## src/rtl/bmc_decoder.sv

```systemverilog
// rtl/bmc_decoder.sv - biphase-mark decoder producing one word per light envelope
// Ports: clk, reset; d_in_0/d_in_1 half-bit samples; e_in envelope; enabled;
//        system_timestamp; decoded_data, data_availible, timestamp_last_data.
module bmc_decoder #(
    parameter int bit_considered = 17,
    parameter int TS_WIDTH       = 24
) (
    input  logic                      clk,
    input  logic                      reset,
    input  logic                      d_in_0,
    input  logic                      d_in_1,
    input  logic                      e_in,
    input  logic                      enabled,
    input  logic [TS_WIDTH-1:0]       system_timestamp,
    output logic [bit_considered-1:0] decoded_data,
    output logic                      data_availible,
    output logic [TS_WIDTH-1:0]       timestamp_last_data
);

    localparam int CW = $clog2(bit_considered + 2);

    logic                      e_q;
    logic [bit_considered-1:0] shift;
    logic [CW-1:0]             count;
    logic [TS_WIDTH-1:0]       ts_start;
    logic                      bit_val;

    // A BMC '1' toggles mid-bit, so the two half-bit samples differ.
    assign bit_val = d_in_0 ^ d_in_1;

    always_ff @(posedge clk or posedge reset) begin
        if (reset) begin
            e_q                 <= 1'b0;
            shift               <= '0;
            count               <= '0;
            ts_start            <= '0;
            decoded_data        <= '0;
            data_availible      <= 1'b0;
            timestamp_last_data <= '0;
        end else begin
            e_q <= e_in;
            if (e_in && !e_q) begin
                shift          <= {{(bit_considered-1){1'b0}}, bit_val};
                count          <= CW'(1);
                ts_start       <= system_timestamp;
                data_availible <= 1'b0;
            end else if (e_in) begin
                shift <= {shift[bit_considered-2:0], bit_val};
                if (count != CW'(bit_considered + 1)) begin
                    count <= count + 1'b1;
                end
            end else if (e_q && enabled && count == CW'(bit_considered)) begin
                // Only an envelope carrying exactly one full word is reported.
                decoded_data        <= shift;
                timestamp_last_data <= ts_start;
                data_availible      <= 1'b1;
            end
        end
    end

endmodule

```

## src/rtl/ts4231_configurator.sv

```systemverilog
// rtl/ts4231_configurator.sv - TS4231 pad configurator, one per receiver
// Ports: clk; e_in/d_in sensor pad readback; envelop_/data_output(_enable) pad drive; configured done flag.
module ts4231_configurator (
    input  logic clk,
    input  logic e_in,
    input  logic d_in,
    output logic envelop_output_enable,
    output logic envelop_output,
    output logic data_output_enable,
    output logic data_output,
    output logic configured
);

    // No reset: the sensor keeps its configuration across a logic reset,
    // so the done flag must survive as well. Both pads reading back high
    // is the sensor acknowledging that it has entered watch mode.
    always_ff @(posedge clk) begin
        if (e_in && d_in) begin
            configured <= 1'b1;
        end
    end

    // Hold the data pad low until the sensor acknowledges; envelope is input-only.
    assign envelop_output_enable = 1'b0;
    assign envelop_output        = 1'b0;
    assign data_output_enable    = ~configured;
    assign data_output           = 1'b0;

endmodule

```

## src/rtl/multi_receiver_manager.sv

```systemverilog
// rtl/multi_receiver_manager.sv - N-channel TS4231 manager merging decoded words into one FWFT stream
// Ports: clk_96MHz, reset (async high); e_in/d_in_0/d_in_1 per-channel sensor inputs;
//        system_timestamp; channel_enable; pad outputs and configured per channel;
//        out_valid/out_ready/out_channel/out_data/out_timestamp stream; fifo_level;
//        overflow/drop_count sticky drop status, clear_overflow.
module multi_receiver_manager #(
    parameter int N_RECEIVERS = 4,
    parameter int DATA_BITS   = 17,
    parameter int TS_WIDTH    = 24,
    parameter int FIFO_DEPTH  = 8,
    localparam int CH_W  = (N_RECEIVERS > 1) ? $clog2(N_RECEIVERS) : 1,
    localparam int LVL_W = $clog2(FIFO_DEPTH) + 1
) (
    input  logic                   clk_96MHz,
    input  logic                   reset,
    input  logic [N_RECEIVERS-1:0] e_in,
    input  logic [N_RECEIVERS-1:0] d_in_0,
    input  logic [N_RECEIVERS-1:0] d_in_1,
    input  logic [TS_WIDTH-1:0]    system_timestamp,
    input  logic [N_RECEIVERS-1:0] channel_enable,
    output logic [N_RECEIVERS-1:0] envelop_output_enable,
    output logic [N_RECEIVERS-1:0] envelop_output,
    output logic [N_RECEIVERS-1:0] data_output_enable,
    output logic [N_RECEIVERS-1:0] data_output,
    output logic [N_RECEIVERS-1:0] configured,
    output logic                   out_valid,
    input  logic                   out_ready,
    output logic [CH_W-1:0]        out_channel,
    output logic [DATA_BITS-1:0]   out_data,
    output logic [TS_WIDTH-1:0]    out_timestamp,
    output logic [LVL_W-1:0]       fifo_level,
    output logic                   overflow,
    output logic [7:0]             drop_count,
    input  logic                   clear_overflow
);

    localparam int AW    = $clog2(FIFO_DEPTH);
    localparam int ENT_W = CH_W + DATA_BITS + TS_WIDTH;

    logic [N_RECEIVERS-1:0] da, da_q, new_res, pending, grant_oh, drop_vec;
    logic [DATA_BITS-1:0]   dec_data  [N_RECEIVERS];
    logic [TS_WIDTH-1:0]    dec_ts    [N_RECEIVERS];
    logic [DATA_BITS-1:0]   slot_data [N_RECEIVERS];
    logic [TS_WIDTH-1:0]    slot_ts   [N_RECEIVERS];

    logic [CH_W-1:0]  rr_ptr, grant_idx;
    logic             grant_valid, fifo_full, pop;
    logic [8:0]       drop_sum;
    logic [ENT_W-1:0] mem [FIFO_DEPTH];
    logic [AW-1:0]    wr_ptr, rd_ptr;
    logic [LVL_W-1:0] level;

    for (genvar i = 0; i < N_RECEIVERS; i++) begin : g_ch
        ts4231_configurator u_cfg (
            .clk                   (clk_96MHz),
            .e_in                  (e_in[i]),
            .d_in                  (d_in_0[i]),
            .envelop_output_enable (envelop_output_enable[i]),
            .envelop_output        (envelop_output[i]),
            .data_output_enable    (data_output_enable[i]),
            .data_output           (data_output[i]),
            .configured            (configured[i])
        );

        bmc_decoder #(
            .bit_considered (DATA_BITS),
            .TS_WIDTH       (TS_WIDTH)
        ) u_dec (
            .clk                 (clk_96MHz),
            .reset               (reset),
            .d_in_0              (d_in_0[i]),
            .d_in_1              (d_in_1[i]),
            .e_in                (e_in[i]),
            .enabled             (configured[i]),
            .system_timestamp    (system_timestamp),
            .decoded_data        (dec_data[i]),
            .data_availible      (da[i]),
            .timestamp_last_data (dec_ts[i])
        );
    end

    assign new_res   = da & ~da_q & channel_enable & configured;
    assign fifo_full = (level == LVL_W'(FIFO_DEPTH));
    assign out_valid = (level != '0);
    assign pop       = out_valid & out_ready;
    assign fifo_level = level;

    // Round-robin search starting at rr_ptr; full is taken from registered
    // level only, so a pop never frees a slot for a push in the same cycle.
    always_comb begin
        grant_valid = 1'b0;
        grant_idx   = '0;
        if (!fifo_full) begin
            for (int k = 0; k < N_RECEIVERS; k++) begin
                if (!grant_valid && pending[(int'(rr_ptr) + k) % N_RECEIVERS]) begin
                    grant_valid = 1'b1;
                    grant_idx   = CH_W'((int'(rr_ptr) + k) % N_RECEIVERS);
                end
            end
        end
        grant_oh = grant_valid ? (N_RECEIVERS'(1) << grant_idx) : '0;
    end

    // A capture into a slot that is being granted this cycle is a hand-off, not a drop.
    assign drop_vec = new_res & pending & ~grant_oh;

    always_comb begin
        drop_sum = clear_overflow ? 9'd0 : {1'b0, drop_count};
        for (int i = 0; i < N_RECEIVERS; i++) begin
            drop_sum = drop_sum + 9'(drop_vec[i]);
        end
    end

    always_ff @(posedge clk_96MHz or posedge reset) begin
        if (reset) begin
            da_q       <= '0;
            pending    <= '0;
            rr_ptr     <= '0;
            wr_ptr     <= '0;
            rd_ptr     <= '0;
            level      <= '0;
            overflow   <= 1'b0;
            drop_count <= '0;
            for (int i = 0; i < N_RECEIVERS; i++) begin
                slot_data[i] <= '0;
                slot_ts[i]   <= '0;
            end
        end else begin
            da_q <= da;
            for (int i = 0; i < N_RECEIVERS; i++) begin
                if (new_res[i]) begin
                    slot_data[i] <= dec_data[i];
                    slot_ts[i]   <= dec_ts[i];
                    pending[i]   <= 1'b1;
                end else if (grant_oh[i]) begin
                    pending[i] <= 1'b0;
                end
            end
            if (grant_valid) begin
                rr_ptr <= (int'(grant_idx) == N_RECEIVERS - 1) ? '0 : grant_idx + 1'b1;
                wr_ptr <= wr_ptr + 1'b1;
            end
            if (pop) begin
                rd_ptr <= rd_ptr + 1'b1;
            end
            case ({grant_valid, pop})
                2'b10:   level <= level + 1'b1;
                2'b01:   level <= level - 1'b1;
                default: level <= level;
            endcase
            overflow   <= (overflow & ~clear_overflow) | (|drop_vec);
            drop_count <= (drop_sum > 9'd255) ? 8'd255 : drop_sum[7:0];
        end
    end

    // Storage array carries no reset; outputs are gated by out_valid instead.
    always_ff @(posedge clk_96MHz) begin
        if (grant_valid) begin
            mem[wr_ptr] <= {grant_idx, slot_data[grant_idx], slot_ts[grant_idx]};
        end
    end

    assign {out_channel, out_data, out_timestamp} = out_valid ? mem[rd_ptr] : '0;

endmodule

```

## config.mk

```make
export PLATFORM = sky130hd
export DESIGN_NAME = multi_receiver_manager
export DESIGN_NICKNAME = d
export VERILOG_FILES = /design/src/rtl/bmc_decoder.sv /design/src/rtl/ts4231_configurator.sv /design/src/rtl/multi_receiver_manager.sv
export SDC_FILE = /design/constraint.sdc
export NUM_CORES = 2
export LEC_CHECK = 0
export ABC_AREA = 1
export CORE_MARGIN = 4
export CORE_UTILIZATION = 45
export CTS_BUF_LIST = sky130_fd_sc_hd__clkbuf_4
export DETAILED_ROUTE_END_ITERATION = 8
export GPL_ROUTABILITY_DRIVEN = 0
export PLACE_DENSITY = 0.74
export RECOVER_POWER = 25
export SLEW_MARGIN = 0
export SYNTH_ARGS = -nofsm -noshare
export SYNTH_HDL_FRONTEND = slang
export SYNTH_SLANG_ARGS = --single-unit
```

## constraint.sdc

```tcl
create_clock -name clk_96MHz -period 43 [get_ports clk_96MHz]
set_input_delay 4.3 -clock clk_96MHz [delete_from_list [all_inputs] [get_ports clk_96MHz]]
set_output_delay 4.3 -clock clk_96MHz [all_outputs]
set_load 0.01 [all_outputs]
```

==> flow_summary.json <==
{
  "cts_resized": 0,
  "ant_nets": 0,
  "synthCells": 3427,
  "p_sw_uw": 1230,
  "rsz0062_at_grt": "no",
  "globalRoute.totalOverflow": 0,
  "grt_use_met1_pct": 26.0,
  "worst_slew_pin_slew_ns": 2.87,
  "fin_crit_ns": 8.90,
  "finalPower_uw": 3120,
  "netlist_area_um2": 36200,
  "grt_pass1_vias": 24629,
  "end_kind": "output port",
  "grt_start_max_net_pins": 176,
  "crit_type": "reg2out",
  "postCtsSetupBuffers": 0,
  "fin_setup_tns_ns": 0,
  "fmax_ghz": 0.112,
  "root_buffer": "clkbuf_4",
  "ys_ff_latch": 893,
  "fin_skew_ns": 0.0511,
  "syn2layout_area_growth_pct": 11.7,
  "nNetsFinal": 3644,
  "power_density_nw_per_um2": 77.2,
  "die_w_um": 292,
  "finalNonFillerCells": 4792,
  "start_util_pct": 45.6,
  "cts_buffers": 209,
  "met2_usage_pct": 30.9,
  "crit_path_end": "out_channel[1]",
  "die_area_um2": 85100,
  "grt_usage_pct": 19.3,
  "yosysWarnings": 0,
  "vias_per_cell": 5.21,
  "setup_violations": 0,
  "layout_commonest_cell": "o21ai_0",
  "drive_gt1_share_pct": 12.2,
  "htree_levels": 4,
  "irDropWorstVdd_uv": 72.4,
  "r2r_end": "drop_count[4]",
  "start_kind": "flip-flop",
  "p_leak_uw": 0.0173,
  "die_y_um": 292,
  "yosys-top-cells-area": "dfrtp_1 38%, edfxtp_1 29%, o21ai_0 8.1%, nand2_1 6.0%, inv_1 3.5%",
  "coreArea_um2": 79400,
  "yosysTopAreaCell": "dfrtp_1",
  "wl_um": 82300,
  "status": "finished, violations left",
  "sequentialPowerShare_pct": 42.3,
  "syn_area_per_cell_um2": 10.6,
  "critical_path.max_fanout": 95,
  "cts.sinks": 893,
  "rrSetupSlack_ns": 35.04,
  "yosys.cell_types.count": 38,
  "row_count": 103,
  "layout_common_cells": "584 x o21ai_0, 583 x nand2_1, 547 x dfrtp_1",
  "cts_tree": "done",
  "grt.busiest_layer": "met2",
  "finalHoldViolCount": 0,
  "firstDrtPassIters": 5,
  "ios": 121,
  "relSlewSlack_pct": -91.3,
  "switching_share_pct": 39.4,
  "pwr-share-comb_pct": 36.6,
  "cts_max_path_buffers": 3,
  "ys_seq_area_share_pct": 66.4,
  "grt_antenna_before_repair": 4,
  "routedWlPerCell_um": 17.2,
  "holdCritPathClass": "reg2reg",
  "p_int_uw": 1890,
  "clock_power_share_pct": 21.0,
  "io_buffers": 100,
  "remaining_drc_errors": 0,
  "grt_pass1_wl_um": 131000,
  "drtIter0Drc": 2028,
  "synth_top_cell_area_share_pct": 37.9,
  "required_ns": 38.70,
  "vias": 24950,
  "maxCapViolCount": 11,
  "period_share_pct": 20.7,
  "ctsHoldBuffers": 0,
  "use_met3_pct": 4.92,
  "arrival_ns": 4.60,
  "violations": "max-capacitance violations, max-slew violations",
  "placed_cells": 4412,
  "ff2ff_path_depth": 23,
  "worstSkewPairLatency_ns": 1.06,
  "hpwl_um": 47700,
  "crit_start": "rd_ptr[0]",
  "rr_startpoint": "rr_ptr[0]",
  "clk_pin_slew_worst_paths_ns": 0.08,
  "drv_slew": 368
}
[routing by layer]
layer / wire (um) / share of wire (%)
met1: 35800 / 44
met2: 38900 / 47
met3: 5700 / 6.9
met4: 1850 / 2.3
met5: 13 / 0.016
[synthesized netlist by cell type]
cell,number
inv_1,335
clkinv_1,1
buf_8,1
o31ai_1,3
xnor2_1,5
nor2_4,1
nor3_1,1
buf_4,21
buf_1,23
clkbuf_1,135
nor2_1,292
conb_1,2
nand2_1,581
mux2_2,80
inv_6,1
buf_2,25
inv_2,5
o21ai_1,3
or2_2,1
o21ai_0,583
o22ai_1,111
o211ai_1,1
nand3_2,1
nand4_1,6
nand2_2,8
nand3_1,198
a21oi_1,9
dfrtp_1,549
buf_6,15
ha_1,23
fa_1,4
a21oi_2,1
nand2_4,2
a21boi_0,1
a211oi_1,1
edfxtp_1,344
xor2_1,11
a31oi_1,43
[logic make-up after synthesis]
| kind of cell | count (synthesis) | synth area share (%) |
|---|---|---|
| mux | 80 | 2.49 |
| xor+xnor | 16 | 0.387 |
| other cells | 2 | 0.0207 |
| fa+ha+maj | 27 | 1.02 |
| compound gates | 756 | 11.0 |
| simple gates | 1091 | 12.2 |
| buf+inv | 562 | 6.48 |
| flops | 893 | 66.4 |
[critical path: stages, from the launching register on]
cell	delay, ns
dfrtp_4	0.59
buf_4	0.76
buf_4	0.64
o21ai_0	0.21
o22ai_1	0.20
o21ai_0	0.10
a31oi_1	0.31
clkdlybuf4s50_1	0.60
[through the flow]
stage                     setup slack [ns]  hold slack (ns)  util [%]  cell area [um^2]
after floorplan                      23.35            0.374         -             36300
final                                34.10            0.408      51.0             40500
after detailed placement             35.04            0.389      47.8             38000
after global routing                 33.82            0.419      51.0             40500
after global placement               35.08            0.381      47.8             38000
after CTS                            34.01            0.408      51.1             40600
[worst min-delay path by stage]
stage / from / end / cells after the start
6_report: g_ch[1].u_dec.data_availible / da_q[1] / 0
5_1_grt: g_ch[1].u_dec.data_availible / da_q[1] / 0
4_1_cts: g_ch[1].u_dec.data_availible / da_q[1] / 0
3_5_place_dp: g_ch[0].u_dec.data_availible / da_q[0] / 0
3_3_place_gp: g_ch[1].u_dec.data_availible / da_q[1] / 0
2_1_floorplan: g_ch[0].u_dec.data_availible / da_q[0] / 0
[flip-flops by register name (all words and copies together) (netlist names), 8 cells and up]
register / cells
drop_count: 8
g_ch.u_dec.count: 20
g_ch.u_dec.decoded_data: 68
g_ch.u_dec.shift: 68
g_ch.u_dec.timestamp_last_data: 96
g_ch.u_dec.ts_start: 96
mem: 344
slot_data: 68
slot_ts: 96
[power by group through the flow]
| stage | sequential, uW | combinational, uW | clock [uW] |
|---|---|---|---|
| 2_1_floorplan | 1310 | 727 | 0 |
| 3_3_place_gp | 1330 | 1110 | 0 |
| 3_5_place_dp | 1340 | 1140 | 0 |
| 4_1_cts | 1320 | 1150 | 674 |
| 5_1_grt | 1340 | 1250 | 722 |
| 6_report | 1320 | 1140 | 657 |
[area by class of cell]
| cell class | count | area [um^2] |
|---|---|---|
| antenna | 8 | 20.0 |
| clock buffer | 303 | 2270 |
| clock inverter | 69 | 327 |
| fill | 7007 | 38900 |
| inverter | 342 | 1290 |
| multi-input combinational | 1990 | 9920 |
| sequential | 893 | 24100 |
| tap | 1050 | 1310 |
| timing repair buffer | 137 | 1260 |
Note: power is estimated with default switching activity, not from simulation.
